===== config.mk =====
export PLATFORM = sky130hd
export DESIGN_NAME = pe_grid_feeder
export DESIGN_NICKNAME = d
export VERILOG_FILES = /design/src/rtl/pe_grid_feeder.sv
export SDC_FILE = /design/constraint.sdc
export NUM_CORES = 1
export LEC_CHECK = 0
export ABC_AREA = 0
export CAP_MARGIN = 20
export CORE_AREA = 2 2 202 254
export DETAILED_ROUTE_END_ITERATION = 8
export DIE_AREA = 0 0 204 256
export PLACE_DENSITY_LB_ADDON = 0.25
export SETUP_SLACK_MARGIN = 0.1
export SLEW_MARGIN = 20
export SYNTH_ARGS = -nofsm -noshare
export SYNTH_HDL_FRONTEND = slang
export SYNTH_SLANG_ARGS = --single-unit

===== constraint.sdc =====
create_clock -name clk -period 7.44 [get_ports clk]
set_clock_uncertainty 0.2 [all_clocks]
set_input_delay 0.744 -clock clk [delete_from_list [all_inputs] [get_ports clk]]
set_output_delay 0.744 -clock clk [all_outputs]
set_load 0.03 [all_outputs]

===== src/rtl/pe_grid_feeder.sv =====
// Tagged multicast feeder for the PE grid: buffers activations and weights,
// filters out-of-range tags and issues one packet per bus per cycle.
module pe_grid_feeder #(
    parameter int DATA_W = 16,
    parameter int TAG_W  = 4,
    parameter int DEPTH  = 8,
    parameter int COLS   = 14,
    parameter int ROWS   = 12
) (
    input  logic                       clk,
    input  logic                       rst,
    input  logic [DATA_W-1:0]          act_in_data,
    input  logic [TAG_W-1:0]           act_in_tag,
    input  logic                       act_in_valid,
    output logic                       act_in_ready,
    input  logic [DATA_W-1:0]          wgt_in_data,
    input  logic [TAG_W-1:0]           wgt_in_tag,
    input  logic                       wgt_in_valid,
    output logic                       wgt_in_ready,
    input  logic                       pair_mode,
    input  logic                       stall,
    output logic [DATA_W-1:0]          image_val_in,
    output logic [TAG_W-1:0]           tag_col,
    output logic                       valid_x,
    output logic [DATA_W-1:0]          weight_val_in,
    output logic [TAG_W-1:0]           tag_row,
    output logic                       valid_y,
    output logic [$clog2(DEPTH):0]     act_count,
    output logic [$clog2(DEPTH):0]     wgt_count,
    output logic                       tag_err,
    output logic [7:0]                 drop_count
);

    localparam int AW = $clog2(DEPTH);
    localparam int CW = AW + 1;
    localparam logic [31:0] COL_LIM = 32'(COLS);
    localparam logic [31:0] ROW_LIM = 32'(ROWS);

    typedef struct packed {
        logic [DATA_W-1:0] data;
        logic [TAG_W-1:0]  tag;
    } pkt_t;

    pkt_t act_mem [DEPTH];
    pkt_t wgt_mem [DEPTH];

    logic [AW-1:0] act_wr, act_rd;
    logic [AW-1:0] wgt_wr, wgt_rd;

    logic act_push, act_ok, act_store, act_drop, act_pop, act_ne;
    logic wgt_push, wgt_ok, wgt_store, wgt_drop, wgt_pop, wgt_ne;
    logic [8:0] drop_sum;
    pkt_t act_head, wgt_head;

    always_comb begin
        act_in_ready = rst & (act_count < CW'(DEPTH));
        wgt_in_ready = rst & (wgt_count < CW'(DEPTH));
        act_push  = act_in_valid & act_in_ready;
        wgt_push  = wgt_in_valid & wgt_in_ready;
        act_ok    = 32'(act_in_tag) < COL_LIM;
        wgt_ok    = 32'(wgt_in_tag) < ROW_LIM;
        act_store = act_push & act_ok;
        wgt_store = wgt_push & wgt_ok;
        act_drop  = act_push & ~act_ok;
        wgt_drop  = wgt_push & ~wgt_ok;
        act_ne    = act_count != '0;
        wgt_ne    = wgt_count != '0;
        // Paired issue holds both heads until the partner bus has data too
        act_pop   = ~stall & (pair_mode ? (act_ne & wgt_ne) : act_ne);
        wgt_pop   = ~stall & (pair_mode ? (act_ne & wgt_ne) : wgt_ne);
        act_head  = act_mem[act_rd];
        wgt_head  = wgt_mem[wgt_rd];
        drop_sum  = {1'b0, drop_count} + {8'b0, act_drop} + {8'b0, wgt_drop};
    end

    // Storage needs no reset: pointers and counts decide what is live
    always_ff @(posedge clk) begin
        if (act_store) act_mem[act_wr] <= {act_in_data, act_in_tag};
        if (wgt_store) wgt_mem[wgt_wr] <= {wgt_in_data, wgt_in_tag};
    end

    always_ff @(posedge clk or negedge rst) begin
        if (!rst) begin
            act_wr    <= '0;
            act_rd    <= '0;
            act_count <= '0;
            wgt_wr    <= '0;
            wgt_rd    <= '0;
            wgt_count <= '0;
        end else begin
            if (act_store) act_wr <= act_wr + AW'(1);
            if (act_pop)   act_rd <= act_rd + AW'(1);
            if (wgt_store) wgt_wr <= wgt_wr + AW'(1);
            if (wgt_pop)   wgt_rd <= wgt_rd + AW'(1);
            act_count <= act_count + CW'(act_store) - CW'(act_pop);
            wgt_count <= wgt_count + CW'(wgt_store) - CW'(wgt_pop);
        end
    end

    always_ff @(posedge clk or negedge rst) begin
        if (!rst) begin
            image_val_in  <= '0;
            tag_col       <= '0;
            valid_x       <= 1'b0;
            weight_val_in <= '0;
            tag_row       <= '0;
            valid_y       <= 1'b0;
        end else begin
            valid_x       <= act_pop;
            image_val_in  <= act_pop ? act_head.data : '0;
            tag_col       <= act_pop ? act_head.tag : '0;
            valid_y       <= wgt_pop;
            weight_val_in <= wgt_pop ? wgt_head.data : '0;
            tag_row       <= wgt_pop ? wgt_head.tag : '0;
        end
    end

    always_ff @(posedge clk or negedge rst) begin
        if (!rst) begin
            tag_err    <= 1'b0;
            drop_count <= '0;
        end else begin
            tag_err    <= tag_err | act_drop | wgt_drop;
            drop_count <= drop_sum[8] ? 8'hff : drop_sum[7:0];
        end
    end

endmodule


## Word-level counts from Yosys, hierarchy flattened

Memory sizes are Yosys's and may differ from the RTL's.
Index checks and enable logic that the tools add are counted.

- Flip-flop bits (word level): 71
- Bits in latches: 0
- Bits in writable memories: 320
- Bits in read-only memories: 0
- Input port bits: 46
- Word-level logic and storage cells: 59
- Memories: 2

Memory list:

| memory | words | width | read ports | clocked after Yosys merged registers in | wr ports | RTL line | text |
|---|---|---|---|---|---|---|---|
| act_mem | 8 | 20 | 1 | 0 | 1 | 44 | `pkt_t act_mem [DEPTH];` |
| wgt_mem | 8 | 20 | 1 | 0 | 1 | 45 | `pkt_t wgt_mem [DEPTH];` |

- $add $sub $neg: 10
- Multipliers: 0
- Divide/modulo/power cells: 0
- $lt $le $gt $ge: 4
- Equality and inequality tests: 0
- Shifts and indexed selects: 0
- Multiplexer cells: 11
- Bitwise logic cells: 16
- Reduce and logical (&&, ||, !) cells: 2

Operators by type and width:

| kind | count |
|---|---|
| $mux W16 | 2 |
| $lt A4 B4 Y1 const B | 4 |
| $add A3 B1 Y3 const B | 4 |
| $and A1 B1 Y1 | 11 |
| $add A8 B1 Y9 | 1 |
| $add A9 B1 Y9 | 1 |
| $add A4 B1 Y4 | 2 |
| $mux W4 | 2 |
| $mux W8 | 1 |
| $reduce_bool A4 Y1 | 2 |
| $sub A4 B1 Y4 | 2 |
| $mux W1 | 6 |
| $not A1 Y1 | 3 |
| $or A1 B1 Y1 | 2 |

## Logic depth before layout (Yosys ltp)

Gate-level depths: netlist of run 1.

- Depth in word-level cells: 7
- Depth in mapped cells: 13
- Mapped depth without buffers: 11

## Worst setup path after synthesis of run 1

OpenSTA, ideal clock, no wires.

- Kind: input port to flip-flop
- Start point: input port wgt_in_valid
- End point: memory wgt_mem[1][0] (netlist name), enable pin
- Setup time: 0.422 ns
- Data arrival time: 2.516 ns
- Data required time: 6.818 ns
- Slack: 4.302 ns
- Cell stages on the path: 3
- Buffers on the path: 0
- Cells stage by stage: and3b_1 > nand3_1 > nor3_1

- Word-level cells in the longest chain between the ends: 4

RTL lines:

| element | RTL line | text |
|---|---|---|
| start: declaration | 18 | `input logic wgt_in_valid,` |
| $and A1 B1 Y1 | 59 | `wgt_push = wgt_in_valid & wgt_in_ready;` |
| $and A1 B1 Y1 | 63 | `wgt_store = wgt_push & wgt_ok;` |
| $mux W1 | 79 | `if (wgt_store) wgt_mem[wgt_wr] <= {wgt_in_data, wgt_in_tag};` |
| $mux W1 (implied by the code) | 79 |  |
| end: declaration | 45 |  |

No other way between the ends.

## Final worst setup path of run 1

- Start point: input port rst
- End point: output port wgt_in_ready

- Word-level cells in the longest chain between the ends: 1

RTL lines:

| element | RTL line | text |
|---|---|---|
| start: declaration | 11 | `input logic rst,` |
| $and A1 B1 Y1 | 57 | `wgt_in_ready = rst & (wgt_count < CW'(DEPTH));` |
| end: declaration | 19 | `output logic wgt_in_ready,` |

No other way between the ends.

==> impl_metrics.tcl, run 1 <==
set metrics [dict create \
    status "complete, no violations" \
    num-fill-cells 4688 \
    worstPathMaxFanout 48 \
    dieHeight_um 256 \
    htreeDepth 2 \
    p_leak_uw 0.00620 \
    cp.arrival_ns 2.73 \
    yosysWarningCount 0 \
    port_buffers 106 \
    ant_nets 0 \
    maxCapViolations 0 \
    postLayoutCellArea_um2 18100 \
    die_area_um2 52200 \
    synth-main-ff-cell "edfxtp_1" \
    fp.dieW_um 204 \
    synthesis.nets 767 \
    layout.nets 900 \
    synth_edf_count 320 \
    rrSetupSlack_ns 4.43 \
    grt_max_degree 49 \
    dp_hpwl_mm 17.9 \
    grt_overflow 0 \
    drt-pass1-iter-count 4 \
    netlist_area_um2 14800 \
    start_util_pct 29.7 \
    drt_wl_total_mm 31.7 \
    reg2reg_depth 12 \
    worstPathRequired_ns 6.50 \
    synthDistinctLibCells 37 \
    hold_ws_ns 0.0424 \
    cts.sinks 391 \
    mostFrequentLayoutCells "320 x edfxtp_1, 105 x clkdlybuf4s50_1, 80 x mux4_2" \
    place_congestion 0.694 \
    cts_buffers 43 \
    path_clk_slew_ns 0.06 \
    grt_pass1_wl_mm 47.5 \
    path_class "input port to primary output" \
    drc 0 \
    final_cells 1528 \
    antenna_found_initial 2 \
    wl_per_cell_um 20.8 \
    multi_input_area_um2 3250 \
    cp-end-kind "primary output" \
    dpl_cell_area_um2 16700 \
    min_period_ns 3.67 \
    ff_latch_area_um2 11400 \
    hp-class "input port to async pin" \
    irDropWorstVdd_v 0.000287 \
    r2r_start "wgt_count[3]" \
    cts_setup_buffers 0 \
    drt_iter0_drc 302 \
    place_inst 1450 \
    cts_tree "done" \
    setup_tns_ns 0 \
    core_um2 50000 \
    setup_ws_ns 3.77 \
    tightest_slew_ns 0.886 \
    syn_avg_cell_area_um2 21.1 \
    grt_usage_pct 12.4 \
    period_share_pct 49.3 \
    relSlewSlack_pct 40.8 \
    r2r-end "act_count[1]" \
    async_reset_ff_share_pct 18.2 \
    cts.path.max_buffers 3 \
    avgViaCountPerCell 4.47 \
    setup_viol 0 \
    max_freq_mhz 272 \
    row_count 92 \
    synth-seq-cells 391 \
    io_pins 107 \
    pre_cts_slack_ns 3.68 \
    crit_path_start "rst" \
    power_density_nw_per_um2 379 \
    insertedDiodeCount 0 \
    final_common_cell "edfxtp_1" \
    finalMaxSlewViolations 0 \
    layout-drive-gt1-share_pct 20.8 \
    ctsHoldBuffers 0 \
    grt_pass1_vias 7386 \
    cp-start-kind "input port" \
    vias 6836 \
    hold_violations 0 \
    rsz0062_at_grt "false" \
    clk_latency_ns 0.56 \
    synth_seq_area_share_pct 76.7 \
    syn-instance-count 704 \
    cts-root-buf "clkbuf_16" \
    synthToLayoutAreaGrowth_pct 21.9 \
    ctsResizeCount 0 \
]
## stage by stage
| step | total power (µW) | utilization, % |
|---|---|---|
| 3_3_place_gp | 4830 | 33.4 |
| 6_report | 6860 | 36.2 |
| 2_1_floorplan | 4180 | - |
| 3_5_place_dp | 4840 | 33.4 |
| 4_1_cts | 7000 | 36.2 |
| 5_1_grt | 7220 | 36.2 |
## per-layer routing
layer | vias up | global-route usage [%] | share of wire, %
met5 | - | 0 | 0.072
met4 | 4 | 3.78 | 2.0
met3 | 45 | 2.80 | 5.0
met2 | 141 | 21.4 | 51
met1 | 3590 | 15.4 | 42
li1 | 3056 | - | -
## state kept, by name, indices dropped and copies added (netlist names)
signal,cells
act_mem,160
wgt_wr,3
drop_count,8
act_wr,3
tag_col,4
act_rd,3
wgt_count,4
image_val_in,16
wgt_rd,3
act_count,4
valid_y,1
tag_err,1
tag_row,4
valid_x,1
weight_val_in,16
wgt_mem,160
## cells in the mapped netlist (all sizes together), types with 3 or more instances
cell type,n,share of area [%]
nor3,4,0.13
mux4,80,12
nor2b,3,0.13
and3,3,0.13
ha,14,1.2
xnor2,10,0.59
nand2,7,0.18
mux2i,40,2.7
a21o,3,0.15
xor2,4,0.24
nand3,5,0.17
dfrtp,71,12
fa,3,0.40
a21oi,4,0.13
mux2,5,0.40
inv,16,0.40
nor2,53,1.3
nand2b,6,0.25
or3,3,0.13
edfxtp,320,65
buf,32,1.6
## cells by family (layout without fill, tap and decap cells)
family          count (synthesis)  after routing  share of synthesized area (%)
mux                           125            125                           15.2
compound gates                 10             10                          0.396
fa+ha+maj                      17             17                           1.58
simple gates                   98             98                           3.24
xor+xnor                       14             14                          0.826
buf+inv                        49            215                           2.02
flops                         391            391                           76.7
## layout make-up
cell class                      count  area share [%]
Tap cell                          658            4.55
Clock inverter                     18            1.24
Sequential cell                   391            62.9
Inverter                           16           0.332
Timing Repair Buffer              121            6.47
Multi-Input combinational cell    264            18.0
Clock buffer                       60            6.52
## worst max-delay path, cell delays in order
cell and delay [ns]:
buf_4 0.52, buf_4 0.54, nor2b_1 0.20, clkdlybuf4s50_1 0.68
## power by group
group | switching (µW) | internal [µW] | leakage (µW) | total (µW)
logic | 985 | 903 | 0.00174 | 1890
registers | 223 | 2620 | 0.00377 | 2840
clock network | 844 | 1280 | 0.000687 | 2130
total | 2050 | 4810 | 0.00620 | 6860
## worst max-delay path by stage
stage / endpoint / slack (ns) / cells past startpoint
2_1_floorplan: wgt_mem[1][0] / 4.30 / 3
3_3_place_gp: wgt_in_ready / 3.68 / 4
3_5_place_dp: wgt_in_ready / 3.68 / 4
4_1_cts: wgt_in_ready / 3.67 / 4
5_1_grt: wgt_in_ready / 3.54 / 4
6_report: wgt_in_ready / 3.77 / 4
Note: power is estimated with default switching activity, not from simulation.
==> run 2: changes to the inputs <==
clock period = 2.95 ns   (was 7.44 ns; I/O delays follow)
==> impl_metrics.tcl, run 2 (synthesized netlist as in run 1, its figures left out) <==
set metrics [dict create \
    status "complete, no violations" \
    dpl_cell_area_um2 16900 \
    ctsResizeCount 0 \
    cts-root-buf "clkbuf_16" \
    max_freq_mhz 382 \
    dieHeight_um 256 \
    vias 6964 \
    layout-drive-gt1-share_pct 22.9 \
    clk_latency_ns 0.56 \
    io_pins 107 \
    drt-pass1-iter-count 4 \
    grt_pass1_vias 7665 \
    hold_violations 0 \
    layout.nets 922 \
    place_congestion 0.694 \
    ant_nets 0 \
    row_count 92 \
    rrSetupSlack_ns 0.33 \
    p_leak_uw 0.00633 \
    final_common_cell "edfxtp_1" \
    grt_usage_pct 12.6 \
    grt_overflow 0 \
    r2r_start "act_count[3]" \
    crit_path_start "act_count[3]" \
    rsz0062_at_grt "false" \
    die_area_um2 52200 \
    fp.dieW_um 204 \
    worstPathRequired_ns 3.22 \
    power_density_nw_per_um2 939 \
    postLayoutCellArea_um2 18300 \
    drt_wl_total_mm 32.0 \
    maxCapViolations 0 \
    cp.arrival_ns 2.89 \
    htreeDepth 2 \
    worstPathMaxFanout 4 \
    mostFrequentLayoutCells "320 x edfxtp_1, 105 x clkdlybuf4s50_1, 80 x mux4_2" \
    avgViaCountPerCell 4.49 \
    start_util_pct 29.7 \
    path_class "register to register" \
    setup_viol 0 \
    top_regs "act_mem x160, wgt_mem x160" \
    hp-class "input port to register" \
    cts.path.max_buffers 3 \
    finalPower_uw 17200 \
    min_period_ns 2.62 \
    irDropWorstVdd_v 0.000498 \
    core_um2 50000 \
    period_share_pct 88.7 \
    finalMaxSlewViolations 0 \
    wl_per_cell_um 20.6 \
    drc 0 \
    final_cells 1551 \
    cts_tree "done" \
    path_clk_slew_ns 0.06 \
    port_buffers 106 \
    cts.sinks 391 \
    grt_pass1_wl_mm 49.0 \
    cts_buffers 43 \
    cp-end-kind "register" \
    synthToLayoutAreaGrowth_pct 23.5 \
    dp_hpwl_mm 18.8 \
    cp-start-kind "register" \
    grt_max_degree 43 \
    hold_start "act_in_tag[2]" \
    tightest_slew_ns 0.655 \
    drt_iter0_drc 295 \
    place_inst 1470 \
    setup_tns_ns 0 \
    antenna_found_initial 2 \
    relSlewSlack_pct 55.7 \
]
[run 2: final cells by class]
cell class | instances | area (µm²)
diodes | 1 | 2.50
fillers | 4656 | 31600
repair buffers | 143 | 1460
clock inverters | 15 | 134
multi-input cells | 264 | 3220
inverters | 16 | 60.1
flip-flops and latches | 391 | 11400
well taps | 658 | 823
clock buffers | 63 | 1240
[run 2: path summary, 6_finish.rpt]
kind | to | cells after the start
max | wgt_count[2] | 11
min | act_mem[4][2] | 1
min in group asynchronous | wgt_wr[2] | 3
min reg2reg | drop_count[7] | 1
max reg2reg | wgt_count[2] | 11
max in group asynchronous | wgt_rd[0] | 3
[run 2: per-layer routing]
| layer | GRT usage, % | routed length [µm] | vias up |
|---|---|---|---|
| met1 | 15.6 | 13400 | 3683 |
| met4 | 4.23 | 809 | 2 |
| met5 | 0 | 7 | - |
| li1 | - | - | 3102 |
| met3 | 2.37 | 1260 | 53 |
| met2 | 22.1 | 16600 | 124 |
[run 2: worst max-delay path, stage by stage (launching register included)]
cell and delay (ns):
dfrtp_2 0.39, inv_1 0.05, ha_1 0.19, and4bb_1 0.22, or3_1 0.34, inv_1 0.10
ha_1 0.22, inv_1 0.06, ha_1 0.16, inv_1 0.05, fa_1 0.37, xnor2_1 0.18
[run 2: power by group]
part	total [µW]	switching [µW]	internal, µW
clock network	5200	2100	3100
logic	5030	2640	2380
registers	7000	386	6610
[run 2: through the flow]
| stage | hold slack [ns] | setup WS [ns] | utilization (%) |
|---|---|---|---|
| floorplan | -0.201 | 0.139 | - |
| global placement | 0.286 | 0.255 | 33.9 |
| detailed placement | 0.282 | 0.191 | 33.9 |
| CTS | 0.226 | 0.303 | 36.7 |
| global route | 0.249 | 0.154 | 36.7 |
| finish | 0.240 | 0.333 | 36.7 |
[run 2: repair_timing]
item                      in CTS  in global routing
hold buffers                   2                  0
buffers inserted               0                  0
hold endpoints to repair      71                  0
